**src/rtl/rr_grant_scheduler.sv**
```systemverilog
// Round-robin grant scheduler: one owner out of N_REQ, bounded hold.
// Ports: clk, clear (sync reset), req/done in; gnt, gnt_id, busy, timeout out.
module rr_grant_scheduler #(
  parameter int N_REQ    = 8,
  parameter int MAX_HOLD = 15,
  parameter int HOLD_W   = 4
) (
  input  logic                     clk,
  input  logic                     clear,
  input  logic [N_REQ-1:0]         req,
  input  logic                     done,
  output logic [N_REQ-1:0]         gnt,
  output logic [$clog2(N_REQ)-1:0] gnt_id,
  output logic                     busy,
  output logic                     timeout
);

  localparam int ID_W = $clog2(N_REQ);

  typedef enum logic {
    S_IDLE,
    S_GRANT
  } state_e;

  state_e            state_q, state_d;
  logic [ID_W-1:0]   ptr_q, ptr_d;
  logic [ID_W-1:0]   id_q, id_d;
  logic [HOLD_W-1:0] hold_q, hold_d;
  logic [N_REQ-1:0]  gnt_q, gnt_d;
  logic              busy_q, busy_d;
  logic              to_q, to_d;

  logic [ID_W-1:0]   win;
  logic [ID_W-1:0]   idx;
  logic              found;
  logic              rel;
  logic              frc;

  // First requester at or after ptr, wrapping.
  always_comb begin
    win   = '0;
    idx   = '0;
    found = 1'b0;
    for (int i = 0; i < N_REQ; i++) begin
      idx = ptr_q + ID_W'(i);
      if (!found && req[idx]) begin
        win   = idx;
        found = 1'b1;
      end
    end
  end

  // Voluntary release wins over the hold limit.
  assign rel = done || !req[id_q];
  assign frc = !rel && (hold_q == HOLD_W'(MAX_HOLD - 1));

  // State register
  always_ff @(posedge clk) begin
    if (clear) begin
      state_q <= S_IDLE;
      ptr_q   <= '0;
      id_q    <= '0;
      hold_q  <= '0;
      gnt_q   <= '0;
      busy_q  <= 1'b0;
      to_q    <= 1'b0;
    end else begin
      state_q <= state_d;
      ptr_q   <= ptr_d;
      id_q    <= id_d;
      hold_q  <= hold_d;
      gnt_q   <= gnt_d;
      busy_q  <= busy_d;
      to_q    <= to_d;
    end
  end

  // Next-state logic
  always_comb begin
    state_d = state_q;
    ptr_d   = ptr_q;
    id_d    = id_q;
    hold_d  = hold_q;
    unique case (state_q)
      S_IDLE: begin
        if (found) begin
          state_d = S_GRANT;
          id_d    = win;
          hold_d  = '0;
        end
      end
      S_GRANT: begin
        if (rel || frc) begin
          state_d = S_IDLE;
          ptr_d   = id_q + ID_W'(1);
        end else begin
          hold_d  = hold_q + HOLD_W'(1);
        end
      end
      default: state_d = S_IDLE;
    endcase
  end

  // Output logic, computed for the next cycle and registered.
  always_comb begin
    gnt_d  = '0;
    busy_d = (state_d == S_GRANT);
    to_d   = (state_q == S_GRANT) && frc;
    if (state_d == S_GRANT) begin
      gnt_d[id_d] = 1'b1;
    end
  end

  assign gnt     = gnt_q;
  assign gnt_id  = id_q;
  assign busy    = busy_q;
  assign timeout = to_q;

endmodule
```
**config.mk**
```make
export PLATFORM = sky130hd
export DESIGN_NAME = rr_grant_scheduler
export DESIGN_NICKNAME = d
export VERILOG_FILES = /design/src/rtl/rr_grant_scheduler.sv
export SDC_FILE = /design/constraint.sdc
export NUM_CORES = 1
export LEC_CHECK = 0
export BUFFER_PORTS_ARGS = -buffer_cell sky130_fd_sc_hd__buf_2
export CAP_MARGIN = 0
export CORE_MARGIN = 5
export CORE_UTILIZATION = 35
export DETAILED_ROUTE_END_ITERATION = 7
export HOLD_SLACK_MARGIN = 0.1
export PLACE_DENSITY = 0.54
export SYNTH_ARGS = -nofsm -noshare
export SYNTH_HDL_FRONTEND = slang
export SYNTH_SLANG_ARGS = --single-unit
```
**constraint.sdc**
```tcl
create_clock -name clk -period 3.8 [get_ports clk]
set_input_delay 0.19 -clock clk [delete_from_list [all_inputs] [get_ports clk]]
set_output_delay 0.19 -clock clk [all_outputs]
set_load 0.02 [all_outputs]
```
After elaboration in Yosys (flattened, before gate mapping)
Index checks and enable logic that the tools add are counted.
{"block": "classes", "n_addsub": 9, "magnitude_cmp": 11, "eq_ne": 3, "mux": 44, "bitwise_logic": 2, "reduce_logical": 24}
{"cell": "$lt 3x4->1 const B", "n": 10}
{"cell": "$mux 3", "n": 10}
{"cell": "$bmux 1 s3", "n": 9}
{"cell": "$mux 1", "n": 20}
{"cell": "$add 3x3->3 const B", "n": 4}
{"cell": "$logic_and 1x1->1", "n": 10}
{"cell": "$logic_not 1->1", "n": 9}
{"cell": "$mux 4", "n": 2}
{"cell": "$pmux 4 s2", "n": 1}
{"cell": "$add 3x1->3 const B", "n": 2}
{"cell": "$add 3x2->3 const B", "n": 2}
{"cell": "$add 4x1->4 const B", "n": 1}
{"cell": "$eq 4x4->1 const B", "n": 1}
{"cell": "$ne 2x2->1 const B", "n": 2}
{"cell": "$reduce_and 2->1", "n": 2}
{"cell": "$demux 1 s3", "n": 1}
{"cell": "$ge 3x1->1 const B", "n": 1}
{"cell": "$logic_or 1x1->1", "n": 2}
{"cell": "$not 1->1", "n": 2}
{"cell": "$pmux 1 s2", "n": 1}
{"cell": "$reduce_or 2->1", "n": 1}
{"block": "totals", "regBits": 20, "inputBits": 11, "output_inout_bits": 13, "wordCells": 99}

Logic depth before layout (Yosys ltp)
{"block": "logic_depth", "word_depth": 30, "depth_mapped": 13}

Least setup slack after synthesis
Ideal clock, no wire load.
{"block": "synth_timing", "path_kind": "register to register", "startpoint": "register ptr_q[1]", "endpoint": "register gnt_q[4], in the netlist gnt[4]", "arrival_ps": 2919, "setup_slack_ps": 765, "path_stages_with_launch": 13, "synth_period_minus_slack_ps": 3035, "cell_sequence": "dfxtp_1 > buf_4 > buf_2 > inv_1 > ha_1 > buf_2 > mux4_2 > mux2i_1 > nor2b_4 > or4_1 > a31o_1 > a32o_1 > and4b_1"}
{"block": "synth_via", "elab_chain_cells": 30}
{"element": "start: declaration", "line_no": "26", "source": "logic [ID_W-1:0] ptr_q, ptr_d;"}
{"element": "start signal: assignment", "line_no": "69", "source": "ptr_q <= ptr_d;"}
{"element": "parallel branches: the longest is 30 deep, another holds $add 3x1->3"}
{"element": "end signal: assignment", "line_no": "72", "source": "gnt_q <= gnt_d;"}
{"element": "end: declaration", "line_no": "29", "source": "logic [N_REQ-1:0] gnt_q, gnt_d;"}
Several ways; the timed one is not identified. The select of a mux whose other input is x is not followed.
A chain may end at the register's enable or synchronous reset.

Worst setup path in the final report
{"block": "layout_timing", "startpoint": "register ptr_q[0]", "endpoint": "register gnt_q[5], in the netlist gnt[5]"}
Same word-level chain as after synthesis.

==> out/results.txt <==
Total Wirelength - 4367 um
Synth Register Bits - 20
Syn Inst Count - 186
clk buf depth - 2
initial antenna violation count - 0
Ys Warns - 0
ys flop type - dfxtp_1
Crit Reg-Reg Startpoint - ptr_q[0]
CTS resizes - 0
Post-Syn Area - 1947 um2
min-delay worst type - input pin to flip-flop
H-tree depth - 1
io pins - 24
area occupied by multi-input gates - 1435 um2
Pleak - 0.8004 nW
Routed WL per cell - 15.88 um
TritonCTS Sinks - 20
Detailed Route Iter0 Violations - 144
Reg2Reg Setup Slack - 0.44 ns
vias per inst - 5.691
total CTS buffers - 3
Die W - 84.58 um
Synth Area per Inst - 10.47 um2
Tot Pwr - 903.4 uW
critical path class - flip-flop to flip-flop
CP required - 3.94 ns
DRC Markers - 0
status - finished, final reports clean
Hold Violations, Final - 0
hold buffer count at CTS - 0
global-route wire length before repair - 7541 um
Max Cap Viol - 0
# port buffers - 23
syn_nets - 202
final std cells w/o fill - 275
EDFF count, synth - 0
post-layout instance area - 2123 um2
CTS tree - done
hold path startpoint - done
total core area - 5473 um2
RSZ-0062 raised after global routing - false
Final Cycle Share - 88.43%
Slew headroom - 37.30%
Die Height - 84.58 um
number of stages on the worst hold path - 4
Placed Instances - 272
Post CTS Setup Buffer Count - 0
Slew Limit Fails - 0
Pwr per Cell Area - 425.5 nW/um2
leading cell types in the layout, fill and taps excluded - buf_2 (23), dfxtp_1 (20), mux2i_1 (17), nor2_1 (16)
vias in the first global route - 1,541
total number of vias - 1,565
min Tclk post-route - 3.360 ns
largest net degree at the start of global routing - 19
endpoints failing setup - 0
clk_skew - 0.004037 ns
WHS Endpoint - timeout
Placer Congestion - 0.8479
Skew-Pair Late Insertion Delay - 0.25 ns
fillers - 559
Post-layout nets - 221
post-route ant nets - 0
Critical Path Sink Type - flip-flop
Max VDD drop - 0.0002147 V
Area Overhead vs Synth - 9.062%
HPWL after detailed placement - 3259 um
layout cells sized above 1 - 30.54%
Reg-to-Reg End - gnt[5]
post-synthesis cell type count - 61
worst path arrival time - 3.50 ns
Rows - 27
critical path startpoint category - flip-flop
die area - 7154 um2
Ant. Diodes - 0
DRT Pass-1 Iters - 4
Post-synth ARST share - 0%
Overflow after GRT - 0
register area share after synthesis - 20.57%
FF-to-FF path depth - 8
root buffer cell - clkbuf_8
initial core utilization - 35.57%
Max Clk Rate - 297.6 MHz
Worst Path Max Fanout - 10
setup TNS - 0 ns
Worst-path clk slew - 0.07 ns
register area - 400.4 um2
total track usage - 12.60%
Area after DPL - 2082 um2
worst slew pin tran - 0.9391 ns
most common cell after layout, fill and taps aside - buf_2
synthesized netlist by cell type (2+ instances only):
cell type | instances | area (um2)
a21oi_2 | 2 | 17.52
buf_4 | 4 | 30.03
nor3_1 | 2 | 10.01
nand2b_1 | 2 | 12.51
mux2i_1 | 17 | 170.2
buf_2 | 2 | 10.01
nor2_1 | 16 | 60.06
buf_8 | 2 | 30.03
o21ai_1 | 2 | 10.01
xor2_1 | 2 | 17.52
ha_1 | 5 | 62.56
nand4_1 | 2 | 12.51
clkbuf_1 | 3 | 11.26
mux4_2 | 11 | 247.7
a31oi_1 | 2 | 12.51
and4b_1 | 4 | 40.04
o21ai_0 | 5 | 25.02
mux2_2 | 2 | 22.52
a21oi_1 | 10 | 50.05
inv_1 | 4 | 15.01
dfxtp_1 | 20 | 400.4
nor2b_1 | 2 | 12.51
mux4_1 | 5 | 131.4
a211oi_1 | 4 | 30.03
nand2_1 | 11 | 41.29
nand3_1 | 8 | 40.04
mux2i_4 | 2 | 45.04
or3_1 | 2 | 12.51
critical path, cell delays in order (launching register included):
cell	delay, ns
dfxtp_1	0.47
inv_2	0.17
ha_1	0.52
mux4_2	0.42
mux2i_1	0.34
nor2b_4	0.32
a41o_1	0.45
nand2_1	0.27
and4b_1	0.28
state kept, by name, summed over array words and instances (netlist names):
register  flops
timeout       1
ptr_q         3
hold_q        4
gnt           8
busy          1
gnt_id        3
through the flow:
| stage | hold slack [ns] | worst slack (ns) | utilization (%) |
|---|---|---|---|
| 2_1_floorplan | 0.3739 | 0.7646 | - |
| 3_3_place_gp | 0.4755 | 0.5004 | 38.04 |
| 3_5_place_dp | 0.4855 | 0.5122 | 38.04 |
| 4_1_cts | 0.2292 | 0.4866 | 38.80 |
| 5_1_grt | 0.2655 | 0.2102 | 38.80 |
| 6_report | 0.2306 | 0.4395 | 38.80 |
per-layer routing:
metal	track usage, %	share of wire, %
met1	17.06	48
met3	2.159	3.0
met4	2.734	1.4
met5	0	0
met2	21.00	48
worst max-delay path by stage:
stage | from | to | slack (ns) | depth (start not counted)
floorplan | ptr_q[1] | gnt[4] | 0.76 | 12
global placement | ptr_q[1] | gnt[0] | 0.50 | 9
detailed placement | ptr_q[1] | gnt[5] | 0.51 | 9
CTS | ptr_q[1] | gnt[5] | 0.49 | 9
global route | ptr_q[0] | gnt[2] | 0.21 | 8
finish | ptr_q[0] | gnt[5] | 0.44 | 8
cell type report:
class | count | share of cell area, %
Clock buffer | 3 | 1.945
Inverter | 5 | 0.8839
Multi-Input combinational cell | 149 | 67.59
Sequential cell | 20 | 18.86
Tap cell | 72 | 4.243
Timing Repair Buffer | 26 | 6.482
cell families (layout without fill, tap and decap cells):
logic type,after synthesis,in the layout,share of synthesized area (%)
buffers and inverters,17,34,5.719
muxes,39,39,33.16
DFF,20,20,20.57
xor gates and xnor gates,4,4,2.571
AOI/OAI and AO/OA,43,43,18.51
adders and majority gates,5,5,3.213
and+or+nand+nor,58,58,16.26
power by group:
group / internal, mW / total, mW / switching [mW]
sequential: 0.232 / 0.269 / 0.0361
clock: 0.0704 / 0.132 / 0.0611
combinational: 0.229 / 0.503 / 0.275
No activity file was read; power rests on OpenSTA's default activity.
